--- config.mk ---
export PLATFORM = sky130hd
export DESIGN_NAME = ps2_host_tx
export DESIGN_NICKNAME = d
export VERILOG_FILES = /design/src/rtl/ps2_host_tx.sv
export SDC_FILE = /design/constraint.sdc
export NUM_CORES = 1
export LEC_CHECK = 0
export ABC_AREA = 1
export CAP_MARGIN = 30
export CORE_MARGIN = 5
export CORE_UTILIZATION = 54
export DETAILED_ROUTE_END_ITERATION = 12
export PLACE_DENSITY_LB_ADDON = 0.3
export SLEW_MARGIN = 20
export SYNTH_ARGS = -nofsm -noshare
export SYNTH_HDL_FRONTEND = slang
export SYNTH_SLANG_ARGS = --single-unit
--- constraint.sdc ---
create_clock -name clock -period 1.87 [get_ports clock]
set_clock_uncertainty 0.15 [all_clocks]
set_input_delay 0.2805 -clock clock [delete_from_list [all_inputs] [get_ports clock]]
set_output_delay 0.2805 -clock clock [all_outputs]
set_load 0.02 [all_outputs]
--- src/rtl/ps2_host_tx.sv ---
`timescale 1ns / 1ps
// ps2_host_tx
// -----------------------------------------------------------------------------
// Host-to-device PS/2 transmitter. It sends one command byte, for example
// 0xED (set LEDs) or 0xFF (reset), to an attached keyboard. The frame is a
// start bit, 8 data bits LSB first, an odd parity bit and a stop bit. The
// device acknowledge bit is then checked. This block sits beside the
// device-to-host receiver. Both PS/2 lines are open-drain, so the block only
// ever pulls them low through output enables.
//
// Ports
//   clock        system clock (100 MHz nominal)
//   reset        synchronous, active-high reset
//   tx_data      command byte, captured together with an accepted tx_start
//   tx_start     single-cycle request, honoured only while tx_ready = 1
//   tx_ready     1 = idle and able to accept tx_start
//   tx_busy      1 = transaction in progress (always the complement of tx_ready)
//   tx_done      1-cycle pulse: byte sent and acknowledged by the device
//   tx_error     1-cycle pulse: transaction failed
//   err_code     01 = timeout, 10 = no acknowledge. Valid with tx_error and
//                held until the next accepted tx_start
//   ps2_clk_in   asynchronous pad level of the PS/2 clock
//   ps2_data_in  asynchronous pad level of the PS/2 data
//   ps2_clk_oe   1 = pull the PS/2 clock low
//   ps2_data_oe  1 = pull the PS/2 data low
// -----------------------------------------------------------------------------
module ps2_host_tx #(
    parameter int INHIBIT_CYCLES    = 12000,
    parameter int START_HOLD_CYCLES = 200,
    parameter int FILTER_CYCLES     = 8,
    parameter int TIMEOUT_CYCLES    = 1500000
) (
    input  logic       clock,
    input  logic       reset,
    input  logic [7:0] tx_data,
    input  logic       tx_start,
    output logic       tx_ready,
    output logic       tx_busy,
    output logic       tx_done,
    output logic       tx_error,
    output logic [1:0] err_code,
    input  logic       ps2_clk_in,
    input  logic       ps2_data_in,
    output logic       ps2_clk_oe,
    output logic       ps2_data_oe
);

    // ------------------------------------------------------------------
    // Sizing
    // ------------------------------------------------------------------
    // One phase counter serves both INHIBIT and START, so it is sized for
    // the longer of the two.
    localparam int PHASE_MAX = (INHIBIT_CYCLES > START_HOLD_CYCLES) ?
                               INHIBIT_CYCLES : START_HOLD_CYCLES;
    localparam int PHASE_W   = $clog2(PHASE_MAX + 1);
    localparam int TO_W      = $clog2(TIMEOUT_CYCLES + 1);
    localparam int FILT_W    = $clog2(FILTER_CYCLES + 1);

    localparam logic [PHASE_W-1:0] INHIBIT_LAST = PHASE_W'(INHIBIT_CYCLES - 1);
    localparam logic [PHASE_W-1:0] START_LAST   = PHASE_W'(START_HOLD_CYCLES - 1);
    localparam logic [TO_W-1:0]    TO_LAST      = TO_W'(TIMEOUT_CYCLES - 1);
    localparam logic [FILT_W-1:0]  FILT_LAST    = FILT_W'(FILTER_CYCLES - 1);

    // Index of the stop bit in the 10-bit shift frame {stop, parity, data}.
    localparam logic [3:0] STOP_IDX = 4'd9;

    localparam logic [1:0] ERR_NONE    = 2'b00;
    localparam logic [1:0] ERR_TIMEOUT = 2'b01;
    localparam logic [1:0] ERR_NOACK   = 2'b10;

    typedef enum logic [2:0] {
        S_IDLE      = 3'd0,
        S_INHIBIT   = 3'd1,
        S_START     = 3'd2,
        S_SEND      = 3'd3,
        S_ACK       = 3'd4,
        S_WAIT_IDLE = 3'd5
    } state_t;

    // ------------------------------------------------------------------
    // Input conditioning: 2-flop synchronisers on both pad inputs.
    // Bit 0 carries the clock and bit 1 carries the data.
    // ------------------------------------------------------------------
    logic [1:0] pad_level;
    logic [1:0] pad_sync;

    assign pad_level = {ps2_data_in, ps2_clk_in};

    genvar gi;
    generate
        for (gi = 0; gi < 2; gi++) begin : g_sync
            logic meta_q;
            logic stage_q;

            // Reset to 1 because an idle PS/2 line is high. A reset therefore
            // never looks like a line transition.
            always_ff @(posedge clock) begin
                if (reset) begin
                    meta_q  <= 1'b1;
                    stage_q <= 1'b1;
                end else begin
                    meta_q  <= pad_level[gi];
                    stage_q <= meta_q;
                end
            end

            assign pad_sync[gi] = stage_q;
        end
    endgenerate

    logic clk_sync;
    logic data_sync;

    assign clk_sync  = pad_sync[0];
    assign data_sync = pad_sync[1];

    // ------------------------------------------------------------------
    // Clock stability filter. The filtered level follows the synchronised
    // clock only after the new level has been seen for FILTER_CYCLES
    // consecutive clocks. fall_q is high for exactly one cycle: the first
    // cycle in which the filtered clock reads 0.
    // ------------------------------------------------------------------
    logic              filt_clk_q;
    logic [FILT_W-1:0] filt_cnt_q;
    logic              fall_q;

    always_ff @(posedge clock) begin
        if (reset) begin
            filt_clk_q <= 1'b1;
            filt_cnt_q <= '0;
            fall_q     <= 1'b0;
        end else begin
            fall_q <= 1'b0;
            if (clk_sync == filt_clk_q) begin
                filt_cnt_q <= '0;
            end else if (filt_cnt_q == FILT_LAST) begin
                filt_clk_q <= clk_sync;
                filt_cnt_q <= '0;
                fall_q     <= ~clk_sync;
            end else begin
                filt_cnt_q <= filt_cnt_q + FILT_W'(1);
            end
        end
    end

    // ------------------------------------------------------------------
    // Transaction FSM
    // ------------------------------------------------------------------
    state_t             state_q,     state_d;
    logic [PHASE_W-1:0] phase_cnt_q, phase_cnt_d;
    logic [TO_W-1:0]    to_cnt_q,    to_cnt_d;
    logic [3:0]         bit_idx_q,   bit_idx_d;
    logic [9:0]         frame_q,     frame_d;
    logic [1:0]         err_code_q,  err_code_d;
    logic               tx_done_q,   tx_done_d;
    logic               tx_error_q,  tx_error_d;
    logic               tx_ready_q,  tx_ready_d;
    logic               clk_oe_q,    clk_oe_d;
    logic               data_oe_q,   data_oe_d;

    always_ff @(posedge clock) begin
        if (reset) begin
            state_q     <= S_IDLE;
            phase_cnt_q <= '0;
            to_cnt_q    <= '0;
            bit_idx_q   <= '0;
            frame_q     <= '0;
            err_code_q  <= ERR_NONE;
            tx_done_q   <= 1'b0;
            tx_error_q  <= 1'b0;
            tx_ready_q  <= 1'b1;
            clk_oe_q    <= 1'b0;
            data_oe_q   <= 1'b0;
        end else begin
            state_q     <= state_d;
            phase_cnt_q <= phase_cnt_d;
            to_cnt_q    <= to_cnt_d;
            bit_idx_q   <= bit_idx_d;
            frame_q     <= frame_d;
            err_code_q  <= err_code_d;
            tx_done_q   <= tx_done_d;
            tx_error_q  <= tx_error_d;
            tx_ready_q  <= tx_ready_d;
            clk_oe_q    <= clk_oe_d;
            data_oe_q   <= data_oe_d;
        end
    end

    always_comb begin
        state_d     = state_q;
        phase_cnt_d = phase_cnt_q;
        to_cnt_d    = to_cnt_q;
        bit_idx_d   = bit_idx_q;
        frame_d     = frame_q;
        err_code_d  = err_code_q;
        tx_done_d   = 1'b0;
        tx_error_d  = 1'b0;
        data_oe_d   = data_oe_q;

        case (state_q)
            S_IDLE: begin
                data_oe_d = 1'b0;
                if (tx_start && tx_ready_q) begin
                    // The frame is shifted out from bit 0: data LSB first,
                    // then odd parity, then stop.
                    frame_d     = {1'b1, ~^tx_data, tx_data};
                    err_code_d  = ERR_NONE;
                    phase_cnt_d = '0;
                    state_d     = S_INHIBIT;
                end
            end

            S_INHIBIT: begin
                if (phase_cnt_q == INHIBIT_LAST) begin
                    phase_cnt_d = '0;
                    data_oe_d   = 1'b1;
                    state_d     = S_START;
                end else begin
                    phase_cnt_d = phase_cnt_q + PHASE_W'(1);
                end
            end

            S_START: begin
                // Data held low here is the start bit. It stays driven after
                // the clock is released, until the first device fall.
                data_oe_d = 1'b1;
                if (phase_cnt_q == START_LAST) begin
                    phase_cnt_d = '0;
                    to_cnt_d    = '0;
                    bit_idx_d   = '0;
                    state_d     = S_SEND;
                end else begin
                    phase_cnt_d = phase_cnt_q + PHASE_W'(1);
                end
            end

            S_SEND: begin
                to_cnt_d = to_cnt_q + TO_W'(1);
                if (to_cnt_q == TO_LAST) begin
                    state_d    = S_IDLE;
                    tx_error_d = 1'b1;
                    err_code_d = ERR_TIMEOUT;
                    data_oe_d  = 1'b0;
                end else if (fall_q) begin
                    // Open-drain: a '1' bit is sent by releasing the line.
                    data_oe_d = ~frame_q[bit_idx_q];
                    if (bit_idx_q == STOP_IDX) begin
                        state_d = S_ACK;
                    end else begin
                        bit_idx_d = bit_idx_q + 4'd1;
                    end
                end
            end

            S_ACK: begin
                to_cnt_d  = to_cnt_q + TO_W'(1);
                data_oe_d = 1'b0;
                if (to_cnt_q == TO_LAST) begin
                    state_d    = S_IDLE;
                    tx_error_d = 1'b1;
                    err_code_d = ERR_TIMEOUT;
                end else if (fall_q) begin
                    if (data_sync) begin
                        state_d    = S_IDLE;
                        tx_error_d = 1'b1;
                        err_code_d = ERR_NOACK;
                    end else begin
                        state_d = S_WAIT_IDLE;
                    end
                end
            end

            S_WAIT_IDLE: begin
                to_cnt_d  = to_cnt_q + TO_W'(1);
                data_oe_d = 1'b0;
                if (to_cnt_q == TO_LAST) begin
                    state_d    = S_IDLE;
                    tx_error_d = 1'b1;
                    err_code_d = ERR_TIMEOUT;
                end else if (data_sync && filt_clk_q) begin
                    state_d   = S_IDLE;
                    tx_done_d = 1'b1;
                end
            end

            default: begin
                state_d   = S_IDLE;
                data_oe_d = 1'b0;
            end
        endcase

        // The registered outputs follow the next state. That way they change
        // on the same edge as the state, with no combinational decode at the
        // pads.
        clk_oe_d   = (state_d == S_INHIBIT) || (state_d == S_START);
        tx_ready_d = (state_d == S_IDLE);
    end

    assign tx_ready    = tx_ready_q;
    assign tx_busy     = ~tx_ready_q;
    assign tx_done     = tx_done_q;
    assign tx_error    = tx_error_q;
    assign err_code    = err_code_q;
    assign ps2_clk_oe  = clk_oe_q;
    assign ps2_data_oe = data_oe_q;

endmodule

; After elaboration in Yosys (flattened, before gate mapping)
; Index checks and enable logic that the tools add are counted.
[word_totals]
in_bits = 13
register_bits = 69
[op_classes]
n_addsub = 4
n_lt_le_gt_ge = 1
n_bitwise = 6
reduce_logical = 22
n_eq_ne = 23
mux = 41
[op_table]
columns = op, n
row1 = $mux 14, 3
row2 = $pmux 14 s3, 1
row3 = $pmux 21 s2, 1
row4 = $mux 3, 11
row5 = $add 21x1->21 const B, 1
row6 = $eq 21x21->1 const B, 1
row7 = $mux 21, 1
row8 = $pmux 3 s6, 1
row9 = $mux 4, 4
row10 = $add 14x1->14 const B, 1
row11 = $eq 14x14->1 const B, 1
row12 = $eq 14x8->1 const B, 1
row13 = $ne 2x2->1 const B, 6
row14 = $reduce_or 3->1, 4
row15 = $mux 2, 5
row16 = $reduce_and 2->1, 5
row17 = $reduce_and 5->1, 2
row18 = $eq 3x2->1 const B, 3
row19 = $mux 1, 9
row20 = $ne 3x3->1 const B, 3
row21 = $add 4x1->4 const B, 2
row22 = $pmux 4 s2, 1
row23 = $reduce_xnor 8->1, 1
row24 = $eq 3x1->1 const B, 2
row25 = 17 further kinds, 27

; Logic depth before layout (Yosys ltp)
; Gate-level depths: netlist (run 1).
[depth]
ltp_word = 7
mapped_depth = 13

; Least setup slack after synthesis (run 1)
; No wires, ideal clock.
[synth_path]
kind = flip-flop to flip-flop
startpoint = reg to_cnt_q[0]
endpoint = reg err_code_q[1], in the netlist err_code[1]
period_less_slack_ns = 1.814
arrival_ns = 1.551
path_slack_ns = 0.056
path_stages_with_launch = 11
setup_ns = 0.113
n_path_buf = 0
required_time_ns = 1.607
cell_sequence = dfxtp_1 ha_1 nand3_1 nor2_1 nand3_2 nand3_1 inv_1 nor2_1 nand2_1 nand2_1 nor2_1
[synth_between]
elab_chain_len = 3
elab_cells_between_ends = 7
classes_between = 4 x eq/ne / 2 x mux / 1 x reduce/logical
[synth_rtl]
columns = element, line
row1 = start: declaration, 151  ; logic [TO_W-1:0] to_cnt_q, to_cnt_d;
row2 = start signal: assignment, 177  ; to_cnt_q <= to_cnt_d;
row3 = $eq 21x21->1 (*), "239, 258, 276"
row4 = $ne 3x3->1 (no source line) (tied with other cells), --
row5 = $reduce_and 5->1 (no source line) / $pmux 2 s3 (equally long branches), --
row6 = end signal: assignment, 180  ; err_code_q <= err_code_d;
row7 = end: declaration, 154  ; logic [1:0] err_code_q, err_code_d;
; Every way passes the cells marked *; elsewhere a longest branch is shown, timed or not.
; A chain may end at the register's enable or synchronous reset.

; Worst setup path in the final report (run 1)
[layout_path]
startpoint = reg to_cnt_q[4]
endpoint = reg to_cnt_q[14]
[layout_between]
elab_chain_len = 2
[layout_rtl]
columns = element, line
row1 = $add 21x1->21, "238, 256, 274"
row2 = $pmux 21 s2, 200  ; case (state_q)
; Every way passes these cells.

==> flow_summary_export.csv, run 1 <==
group,metric,value,unit
logic_synthesis,ys_types,35,
hold_path,min-delay-start,"g_sync[0].meta_q",
cells_and_area,area.sequential,1390,um^2
floorplanning,die_area,8900,um^2
route,wl_per_cell,12.1,um
global_route,grt_pass1_wl,15.1,mm
logic_synthesis,dominantRegCellSynth,"sky130_fd_sc_hd__dfxtp_1",
cells_and_area,final_layout_size_suffix_gt1_share,17.4,%
hold_path,min_path_cells,1,
cts,clkSinkCount,69,
cts,clockRootBuffer,"sky130_fd_sc_hd__clkbuf_8",
power,cellLeakagePower,1.88,nW
floorplanning,fp.dieH,94.3,um
placement,post-dp-hpwl,6.48,mm
cells_and_area,areaGrowthSynthToFinish,19.4,%
logic_synthesis,postSynthNetCount,594,
sta,final_period_minus_worst_setup_slack,1.79,ns
route,drc,0,
sta,finalSetupViolCount,0,
cells_and_area,multi_input_area,2180,um^2
cells_and_area,design_area,4580,um^2
cts,clk-insertion-delay-late,0.35,ns
sta,slew-limit-headroom,74.5,%
logic_synthesis,synth_enable_flop_cells,0,
sta,final-hold-violation-count,0,
logic_synthesis,synth_area_per_cell,6.67,um^2
logic_synthesis,synth_sequential_area_ratio,36.0,%
logic_synthesis,synthesis.yosys.warnings,0,
sta,post_route_setup_tns,0,ns
cells_and_area,layout.core_utilization,66.7,%
logic_synthesis,synth_largest_type_area_fraction,36.0,%
cells_and_area,filler_cell_count,604,
hold_path,hold_path_end,"clk_sync",
logic_synthesis,synthTopCellsByCount,"sky130_fd_sc_hd__nand2_1 (133), sky130_fd_sc_hd__nor2_1 (91), sky130_fd_sc_hd__dfxtp_1 (69)",
critical_path,required_time_of_the_critical_path,2.01,ns
critical_path,r2r_slack,0.08,ns
sta,tightestPinTransition,0.382,ns
placement,placement.io_buffers,20,
floorplanning,die-width,94.3,um
critical_path,worst-r2r-cell-count,6,
outcome,outcome,"finished, final reports clean",
floorplanning,start_util,55.9,%
floorplanning,core_region_area,6870,um^2
route,routed_wirelength,8.81,mm
critical_path,timing.rr.end,"to_cnt_q[14]",
global_route,grt-ovfl-total,0,
route,vias,3734,
logic_synthesis,async_reset_ff_share,0,%
sta,achievable-frequency,560,MHz
placement,placed_area,4320,um^2
power,vdd_drop_max,0.449,mV
cells_and_area,antenna_cells_inserted,0,
route,drt-initial-drc-count,220,
cells_and_area,layout.nets,644,
power,powerDensity,645,nW/um^2
placement,finalWeightedCongestion,0.935,
floorplanning,pin_count,21,
hold_path,hold_path_class,"reg2reg",
sta,finalCritPeriodShare,95.5,%
logic_synthesis,netlist.top_cell.by_area,"sky130_fd_sc_hd__dfxtp_1",
route,residual_antenna_violating_net_count_after_detailed_routing,0,
critical_path,biggest_fanout_along_the_worst_timing_path,6,
cts,cts_made_buffers,9,
global_route,first_global_vias,3475,
logic_synthesis,yosys_register_bits,69,
sta,unrepaired_setup_endpoints_after_global_routing,"true",
critical_path,critPathArrivalTime,1.93,ns
global_route,grt_use_total,21.2,%
critical_path,timing.critical_path.to_type,"flop",
cts,clk_pin_slew_worst_paths,0.07,ns
critical_path,critical_path.reg2reg.startpoint,"to_cnt_q[4]",
flow_run,maxCapViolations,0,
critical_path,startpoint_class,"flop",
cts,cts_tree,"yes",
floorplanning,placementRows,30,
critical_path,crit_type,"reg2reg",
cts,clock_path_buffers,2,
logic_synthesis,synth.most_common_cell,"sky130_fd_sc_hd__nand2_1",
route,drt_pass1_iterations,5,
logic_synthesis,mappedNetlistArea,3840,um^2
logic_synthesis,synthCells,576,
cts,h-tree-depth,3,
global_route,antenna_found_initial,0,
logic_synthesis,synth_area_leaders,"sky130_fd_sc_hd__dfxtp_1 (36%), sky130_fd_sc_hd__nand2_1 (13%), sky130_fd_sc_hd__nor2_1 (8.9%)",
sta,drv_slew,0,
route,drt-vias-per-instance,5.14,
global_route,grt_max_degree,24,
kinds of logic after synthesis:
| kind of cell | Yosys count | share of synthesized area [%] |
|---|---|---|
| AO/OA/AOI/OAI | 70 | 11.3 |
| adder cells (fa/ha/maj) | 5 | 1.63 |
| XOR/XNOR | 21 | 4.79 |
| flip-flops | 69 | 36.0 |
| buffers and inverters | 84 | 8.76 |
| AND/OR/NAND/NOR | 327 | 37.6 |
layer usage:
metal	part of all wire [%]	track usage, %	wire, um
met1	48	27.7	4190
met4	1.2	6.98	109
met2	47	33.7	4140
met3	4.2	5.85	372
met5	0	0	0
layout make-up:
class	instances	share of cell area (%)
clock inverters	6	0.846
repair buffers	50	9.72
inverters	73	6.03
clock buffers	10	3.00
flip-flops and latches	69	30.3
well taps	96	2.62
multi-input cells	423	47.5
flip-flops by register name, indices dropped and copies added, names as in the netlist, 2 cells and up:
signal         cells
frame_q           10
state_q            3
filt_cnt_q         4
bit_idx_q          4
err_code           2
g_sync.meta_q      2
phase_cnt_q       14
to_cnt_q          21
layout by cell type, fill, tap and decap left out, drive strengths merged:
cell	n
nand2	145
nor2	95
inv	73
dfxtp	69
nand3	53
a21oi	37
buf	30
clkdlybuf4s50	20
o21ai	20
xor2	12
nand4	12
nor3	11
clkbuf	10
xnor2	9
or2	8
o211ai	6
ha	5
clkinv	4
a22oi	2
o21a	2
clkinvlp	2
a31o	1
nor3b	1
a211oi	1
nor4	1
o31ai	1
nand3b	1
critical path, stage by stage, from the launching register on:
cell and delay [ns]:
sky130_fd_sc_hd__dfxtp_1 0.48, sky130_fd_sc_hd__nand2_1 0.19, sky130_fd_sc_hd__nor2_1 0.25, sky130_fd_sc_hd__nand3_1 0.12, sky130_fd_sc_hd__xor2_1 0.15, sky130_fd_sc_hd__or2_2 0.28, sky130_fd_sc_hd__a21oi_2 0.11
metrics by stage:
stage / instances / hold WS [ns] / total power, mW / setup slack [ns]
2_1_floorplan: 576 / 0.234 / 1.77 / 0.0563
3_3_place_gp: 708 / 0.248 / 1.89 / 0.0634
3_5_place_dp: 708 / 0.251 / 1.89 / 0.000151
4_1_cts: 724 / 0.273 / 2.98 / 0.0553
5_1_grt: 727 / 0.289 / 3.09 / -0.0482
6_report: 727 / 0.265 / 2.95 / 0.0850
where the power goes:
group | switching (mW) | internal, mW
registers | 0.0236 | 1.52
logic | 0.184 | 0.143
clock network | 0.576 | 0.511
how the worst max path moves through the flow:
stage / from / end / cells after the start
final: to_cnt_q[4] / to_cnt_q[14] / 6
after detailed placement: tx_start / phase_cnt_q[5] / 8
after global routing: to_cnt_q[1] / to_cnt_q[16] / 9
after global placement: tx_start / phase_cnt_q[10] / 8
after CTS: phase_cnt_q[0] / ps2_clk_oe / 10
after floorplan: to_cnt_q[0] / err_code[1] / 10
what timing repair did:
| item | 4_1_cts | 5_1_grt |
|---|---|---|
| buffers inserted | 0 | 2 |
| gates resized for setup | 0 | 28 |
| endpoints found under the setup margin | 0 | 40 |
| hold buffers | 0 | 0 |
| endpoints found under the hold margin | 0 | 0 |
No activity file was read; power rests on OpenSTA's default activity.
==> run 2, diff against run 1 <==
CORE_MARGIN = 2   (was 5)
CORE_UTILIZATION = 56   (was 54)
CTS_BUF_LIST = sky130_fd_sc_hd__clkbuf_4   (was not set)
==> flow_summary_export.csv, run 2 (same netlist as run 1, synthesis figures left out) <==
group,metric,value,unit
outcome,outcome,"finished, final reports clean",
floorplanning,die_area,7540,um^2
route,vias,3887,
critical_path,worstSetupStartpoint,"phase_cnt_q[1]",
sta,final-hold-violation-count,0,
critical_path,critPathArrivalTime,2.04,ns
route,residual_antenna_violating_net_count_after_detailed_routing,0,
global_route,grt_pass1_wl,15.6,mm
cells_and_area,antenna_cells_inserted,0,
cts,clock_path_buffers,2,
sta,achievable-frequency,540,MHz
flow_run,maxCapViolations,0,
critical_path,crit_type,"reg2reg",
floorplanning,placementRows,30,
power,cellLeakagePower,1.95,nW
hold_path,hold_path_class,"in2reg",
cells_and_area,largest_register,"to_cnt_q",
critical_path,timing.critical_path.to_type,"flop",
cells_and_area,top_library_cells_by_usage_in_the_layout_fill_and_taps_aside,"sky130_fd_sc_hd__nand2_1 (130), sky130_fd_sc_hd__nor2_1 (84), sky130_fd_sc_hd__inv_1 (67)",
route,drt_pass1_iterations,6,
cells_and_area,layout.core_utilization,68.6,%
sta,tightestPinTransition,0.412,ns
cts,cts_made_buffers,9,
placement,post-dp-hpwl,6.70,mm
power,powerDensity,643,nW/um^2
critical_path,crit_path_top_delay_cell,"sky130_fd_sc_hd__dfxtp_4",
global_route,antenna_found_initial,0,
floorplanning,die-width,86.8,um
route,wl_per_cell,13.3,um
floorplanning,start_util,57.2,%
cells_and_area,layout.cells.most_common,"sky130_fd_sc_hd__nand2_1",
route,drt-initial-drc-count,291,
critical_path,required_time_of_the_critical_path,2.05,ns
cts,clkSinkCount,69,
critical_path,startpoint_class,"flop",
global_route,first_global_vias,3440,
cts,cts_tree,"yes",
cts,clk_pin_slew_worst_paths,0.11,ns
cells_and_area,final_cells,715,
cts,h-tree-depth,3,
critical_path,critical_path.reg2reg.startpoint,"phase_cnt_q[1]",
sta,post_route_setup_tns,0,ns
sta,slew-limit-headroom,72.5,%
route,drt-vias-per-instance,5.44,
sta,finalCritPeriodShare,99.1,%
cells_and_area,layout.nets,648,
sta,final_period_minus_worst_setup_slack,1.85,ns
cts,clockRootBuffer,"sky130_fd_sc_hd__clkbuf_4",
global_route,grt-ovfl-total,0,
critical_path,timing.critical_path.slowest_cell_delay,0.39,ns
floorplanning,core_region_area,6720,um^2
cts,clk-insertion-delay-late,0.44,ns
floorplanning,pin_count,21,
placement,finalWeightedCongestion,0.962,
placement,placement.io_buffers,20,
route,routed_wirelength,9.51,mm
route,drc,0,
power,total_power,2.96,mW
global_route,grt_max_degree,15,
cells_and_area,final_layout_size_suffix_gt1_share,17.8,%
critical_path,timing.critical_path.mode_cell,"sky130_fd_sc_hd__nand2_1",
cells_and_area,max_ffs_per_register,21,
power,vdd_drop_max,0.315,mV
critical_path,path_cells,"ha_4 -> nand2_2 -> inv_2 -> nand2_1 -> nor2_2 -> nand2_1 -> nand2_2 -> o21ai_4 -> buf_12 -> nor2_4 -> nand2_1 -> nand3_1 -> nor2_1",
cells_and_area,largest_registers,"to_cnt_q (21), phase_cnt_q (14), frame_q (10)",
sta,finalSetupViolCount,0,
cells_and_area,areaGrowthSynthToFinish,20.0,%
floorplanning,fp.dieH,86.8,um
placement,dp.cells,692,
critical_path,biggest_fanout_along_the_worst_timing_path,8,
global_route,grt_use_total,26.2,%
hold_path,min-delay-start,"ps2_clk_in",
sta,drv_slew,0,
[run 2: changes by cell type in the layout (fill, tap and decap cells not counted), sizes merged]
cell           change
buf                +3
clkdlybuf4s50      -4
clkinvlp           -2
dlymetal6s2s       +2
dlygate4sd2        +2
bufinv             +2
clkbuf             +1
[run 2: where the power goes]
| part | internal [mW] | switching, mW | total, mW |
|---|---|---|---|
| logic | 0.148 | 0.187 | 0.334 |
| clock network | 0.544 | 0.538 | 1.08 |
| registers | 1.52 | 0.0278 | 1.54 |
[run 2: layer usage]
layer	wire length (um)	track usage, %
met5	0	0
met3	623	5.71
met1	4050	33.4
met2	4550	42.3
met4	287	11.6
[run 2: repair_timing]
item | 4_1_cts | 5_1_grt
cloned | 0 | 1
pin swaps | 0 | 4
gates resized for setup | 3 | 30
buffers inserted | 0 | 6
endpoints found under the setup margin | 4 | 47
hold buffers | 0 | 0
[run 2: final timing paths]
check	to	slack [ns]	depth (start not counted)
worst min-delay path	g_sync[0].meta_q	0.25	2
worst max register to register	to_cnt_q[3]	0.02	13
worst max-delay path	to_cnt_q[3]	0.02	13
worst min register to register	clk_sync	0.27	1
[run 2: stage by stage]
stage | setup WS [ns] | instance area (um^2) | hold slack, ns
floorplan | 0.0563 | 3840 | 0.234
detailed placement | -0.0298 | 4280 | 0.246
finish | 0.0170 | 4610 | 0.251
CTS | 0.00843 | 4440 | 0.238
global placement | 0.0267 | 4280 | 0.244
global route | -0.0650 | 4610 | 0.236
[run 2: layout make-up]
cell class	count	area (um^2)
well taps	80	100
flip-flops and latches	69	1390
clock inverters	6	77.6
repair buffers	54	499
inverters	73	277
multi-input cells	423	2190
fillers	552	2110
clock buffers	10	75.1
[run 2: worst max-delay path: cells and delay by family (launching register included)]
kind	cells	cell delay, ns
buffers and inverters	2	0.22
adders and majority gates	1	0.14
and+or+nand+nor	9	0.76
DFF	1	0.39
AOI/OAI and AO/OA	1	0.08
==> run 3, diff against run 2 <==
CORE_UTILIZATION = 27   (was 56)
MAX_ROUTING_LAYER = met4   (was not set)
==> flow_summary_export.csv, run 3 (same netlist as run 1, synthesis figures left out) <==
group,metric,value,unit
outcome,outcome,"finished, final reports clean",
sta,tightestPinTransition,0.330,ns
cts,clkSinkCount,69,
floorplanning,fp.dieH,123,um
cells_and_area,layout.nets,655,
sta,slew-limit-headroom,77.9,%
global_route,first_global_vias,3629,
floorplanning,placementRows,43,
power,powerDensity,624,nW/um^2
critical_path,timing.rr.end,"phase_cnt_q[5]",
floorplanning,core_region_area,13900,um^2
critical_path,crit_family,"buffers and inverters",
route,drc,0,
critical_path,timing.critical_path.slowest_cell_delay,0.60,ns
global_route,antenna_found_initial,0,
floorplanning,die-width,123,um
cts,h-tree-depth,3,
sta,drv_slew,0,
critical_path,startpoint_class,"flop",
sta,final-hold-violation-count,0,
cells_and_area,antenna_cells_inserted,0,
critical_path,critical_path.n_buffers_inverters,1,
global_route,grt_use_total,14.3,%
cts,clk_pin_slew_worst_paths,0.12,ns
flow_run,maxCapViolations,0,
power,cellLeakagePower,1.98,nW
cells_and_area,final_cells,822,
global_route,grt_pass1_wl,16.6,mm
hold_path,hold_path_class,"in2reg",
cells_and_area,largest_registers,"to_cnt_q (21), phase_cnt_q (14), frame_q (10)",
route,routed_wirelength,9.81,mm
placement,dp.cells,799,
critical_path,r2r_slack,0.10,ns
floorplanning,die_area,15200,um^2
critical_path,timing.critical_path.to_type,"primary output",
critical_path,crit_type,"reg2out",
placement,post-dp-hpwl,7.27,mm
route,drt-vias-per-instance,4.60,
cells_and_area,filler_cell_count,1510,
route,drt-initial-drc-count,243,
route,residual_antenna_violating_net_count_after_detailed_routing,0,
critical_path,critPathArrivalTime,1.37,ns
cells_and_area,max_ffs_per_register,21,
critical_path,worst-r2r-cell-count,11,
route,drt_pass1_iterations,4,
floorplanning,start_util,27.7,%
cells_and_area,area.sequential,1390,um^2
placement,finalWeightedCongestion,0.849,
critical_path,critPathCapture,"tx_error",
critical_path,worstSetupStartpoint,"tx_error",
global_route,grt_max_degree,24,
route,vias,3780,
critical_path,biggest_fanout_along_the_worst_timing_path,1,
cells_and_area,multi_input_area,2200,um^2
cts,clockRootBuffer,"sky130_fd_sc_hd__clkbuf_4",
critical_path,crit_cells,1,
sta,final_period_minus_worst_setup_slack,1.80,ns
cells_and_area,top_library_cells_by_usage_in_the_layout_fill_and_taps_aside,"sky130_fd_sc_hd__nand2_1 (128), sky130_fd_sc_hd__nor2_1 (84), sky130_fd_sc_hd__inv_1 (67)",
power,total_power,2.99,mW
critical_path,critical_path.reg2reg.startpoint,"phase_cnt_q[0]",
cts,cts_made_buffers,9,
placement,placement.io_buffers,20,
cells_and_area,layout.core_utilization,34.5,%
sta,hold_ws,0.255,ns
sta,finalCritPeriodShare,96.4,%
sta,finalSetupViolCount,0,
floorplanning,pin_count,21,
route,wl_per_cell,11.9,um
cells_and_area,largest_register,"to_cnt_q",
cts,cts_tree,"yes",
critical_path,crit_path_top_delay_cell,"sky130_fd_sc_hd__clkdlybuf4s50_1",
sta,achievable-frequency,555,MHz
cells_and_area,layout.cells.most_common,"sky130_fd_sc_hd__nand2_1",
cells_and_area,areaGrowthSynthToFinish,24.7,%
cells_and_area,final_layout_size_suffix_gt1_share,19.6,%
cts,clock_path_buffers,2,
global_route,grt-ovfl-total,0,
critical_path,required_time_of_the_critical_path,1.44,ns
cts,clk-insertion-delay-late,0.45,ns
critical_path,path_cells,"clkdlybuf4s50_1",
power,vdd_drop_max,0.269,mV
==> run 3: cell types whose count changed in the layout (fill, tap and decap cells not counted), moves of 2 or more <==
cell / change
sky130_fd_sc_hd__buf_4: +7
sky130_fd_sc_hd__clkdlybuf4s50_1: -2
sky130_fd_sc_hd__dlygate4sd2_1: +3
sky130_fd_sc_hd__nand2_1: -2
sky130_fd_sc_hd__nor3_1: -2
sky130_fd_sc_hd__nor3_2: +2
==> run 3: stage by stage <==
step	TNS, ns	area [um^2]	setup slack [ns]
2_1_floorplan	0	3840	0.0563
3_3_place_gp	0	4470	0.0489
3_5_place_dp	0	4470	0.0145
4_1_cts	0	4620	0.0101
5_1_grt	-0.0547	4790	-0.0159
6_report	0	4790	0.0668
==> run 3: layout make-up <==
class                   count  area share (%)
clock inverters             6            1.62
repair buffers             61            11.2
clock buffers              10            1.57
flip-flops and latches     69            29.1
inverters                  73            5.78
well taps                 180            4.70
multi-input cells         423            46.0
==> run 3: per-layer routing <==
| layer | vias up | part of all wire (%) | global-route usage (%) |
|---|---|---|---|
| li1 | 1962 | - | - |
| met3 | 12 | 3.4 | 3.60 |
| met4 | 0 | 1.9 | 6.25 |
| met2 | 49 | 47 | 22.8 |
| met1 | 1757 | 48 | 17.2 |
| met5 | - | 0 | - |
==> run 3: worst min-delay path by stage <==
| stage | end | from | slack, ns | cells past startpoint |
|---|---|---|---|---|
| 6_report | g_sync[1].meta_q | ps2_data_in | 0.25 | 2 |
| 5_1_grt | g_sync[1].meta_q | ps2_data_in | 0.23 | 2 |
| 4_1_cts | g_sync[1].meta_q | ps2_data_in | 0.22 | 2 |
| 3_5_place_dp | clk_sync | g_sync[0].meta_q | 0.25 | 1 |
| 3_3_place_gp | clk_sync | g_sync[0].meta_q | 0.25 | 1 |
| 2_1_floorplan | g_sync[0].meta_q | ps2_clk_in | 0.23 | 1 |
==> run 3: timing repair <==
| action | CTS | global route |
|---|---|---|
| setup endpoints to repair | 5 | 44 |
| setup buffers | 0 | 7 |
| hold buffers | 0 | 0 |
| pin swaps | 0 | 9 |
| resized for setup | 5 | 36 |
==> run 3: report_power, final <==
group	leakage [nW]	switching [mW]	internal (mW)
Sequential	0.565	0.0265	1.52
Clock	0.0852	0.558	0.544
Combinational	1.33	0.194	0.148
==> RTL edit: new RTL, config.mk and constraints of run 3 <==
Set the parameter `INHIBIT_CYCLES` to 3000 (it was 12000).
--- a/src/rtl/ps2_host_tx.sv
+++ b/src/rtl/ps2_host_tx.sv
@@ -25,7 +25,7 @@
 //   ps2_data_oe  1 = pull the PS/2 data low
 // -----------------------------------------------------------------------------
 module ps2_host_tx #(
-    parameter int INHIBIT_CYCLES    = 12000,
+    parameter int INHIBIT_CYCLES    = 3000,
     parameter int START_HOLD_CYCLES = 200,
     parameter int FILTER_CYCLES     = 8,
     parameter int TIMEOUT_CYCLES    = 1500000
Behaviour: no difference found for any inputs over 10 cycles, from zero or initial values and one cycle with reset high; that may be too few to reach the edited logic, so the function may still have changed.
==> RTL edit against run 3 <==
Core utilization rose by 0.061 points. Worst setup slack improved by 0.023 ns. Total power fell by 10%. Cell count fell by 1.1%. Design area fell by 0.60%. Routed wire length rose by 1.7%. Maximum frequency rose by 1.3%. Area after synthesis fell by 1.3%. Sequential cell count fell by 2. Die area fell by 1.3%. Sequential power fell by 3%.
==> RTL edit: results (changes against run 3) <==
Run status
  – Outcome: finished, final reports clean (unchanged)

Critical path
  – Slowest stage delay, CP: 0.34 ns (was 0.60 ns)
  – CP top delay family: simple AND/OR/NAND/NOR gates (was buffers and inverters)
  – WP data arrival: 2.03 ns (was 1.37 ns)
  – CP Max Fanout: 7 (was 1)
  – Slowest CP cell: dfxtp_1 (was clkdlybuf4s50_1)

Synth
  – Mapped Cells: 562 (was 576)
  – Count of different cell masters after synthesis: 45 (was 35)
  – Commonest cells post-synth: 124 x nand2_1, 71 x nor2_1, 67 x dfxtp_1 (was 133 x nand2_1, 91 x nor2_1, 69 x dfxtp_1)
  – Register area share after synthesis: 0.354 (was 0.360)
  – Synth Area per Inst: 6.74 sq um (was 6.67 sq um)
  – Synthesized Nets: 580 (was 594)
  – Largest cells by area after synthesis: dfxtp_1 35%, nand2_1 12%, nor2_1 7.0% (was dfxtp_1 36%, nand2_1 13%, nor2_1 8.9%)

Global routing
  – Grt met1 use: 0.178 (was 0.172)
  – First-pass GRT wire length: 17.1 mm (was 16.6 mm)
  – Met2 Track Usage GR: 0.239 (was 0.228)
  – Largest net degree at the start of global routing: 23 (was 24)
  – Vias in the first global route: 3687 (was 3629)

Pwr
  – Power Density: 563 nW/um^2 (was 624 nW/um^2)
  – Combinational Power: 322 uW (was 342 uW)
  – Clock Power Share: 0.319 (was 0.369)
  – Maximum vdd drop: 0.000400 V (was 0.000269 V)

Detailed routing
  – 1st-iter DRT viols: 172 (was 243)
  – DR WL met3: 323 microns (was 334 microns)
  – WL met2: 4.70 mm (was 4.60 mm)
  – Routed WL: 9.97 mm (was 9.81 mm)

Finish
  – Signal buffers: 67 (was 61)
  – Fraction of layout cells with a size suffix above 1: 0.229 (was 0.196)
  – Largest registers: to_cnt_q: 21 flops, phase_cnt_q: 12 flops, frame_q: 10 flops (was to_cnt_q: 21 flops, phase_cnt_q: 14 flops, frame_q: 10 flops)
  – Seq area share: 0.284 (was 0.291)
  – Clock network area share: 0.0247 (was 0.0319)
  – Final nets: 646 (was 655)
  – Final cell count without fillers: 813 (was 822)
  – Multi-input logic cell count: 411 (was 423)
  – Fraction of area in multi-input gates: 0.465 (was 0.460)
  – Inverters: 72 (was 73)
  – Signal buf overhead: 0.121 (was 0.112)

Place
  – Pre-CTS WS: -0.00111 ns (was 0.0145 ns)
  – DP Cell Count: 791 (was 799)
  – Area after DPL: 4480 sq um (was 4470 sq um)

STA
  – Slew @ Worst Pin: 0.505 ns (was 0.330 ns)
RTL edit: path summary, 6_finish.rpt:
path                                                   from                           to  slack, ns  cells after the start
worst max-delay path              to_cnt_q[11]$_SDFFE_PP0P_          tx_ready$_SDFF_PP1_       0.09                     11
worst min-delay path                             ps2_clk_in  g_sync[0].meta_q$_SDFF_PP1_       0.25                      2
worst max register to register    to_cnt_q[11]$_SDFFE_PP0P_          tx_ready$_SDFF_PP1_       0.09                     11
worst min register to register  g_sync[1].meta_q$_SDFF_PP1_         data_sync$_SDFF_PP1_       0.27                      1
RTL edit: logic make-up (layout without fill, tap and decap cells):
group | Yosys count | in the layout | share of synthesized area
AO/OA/AOI/OAI | 77 | 77 | 0.112
XOR/XNOR | 14 | 14 | 0.0324
adder cells (fa/ha/maj) | 5 | 5 | 0.0165
buffers and inverters | 84 | 155 | 0.0891
flip-flops | 67 | 67 | 0.354
AND/OR/NAND/NOR | 315 | 315 | 0.397
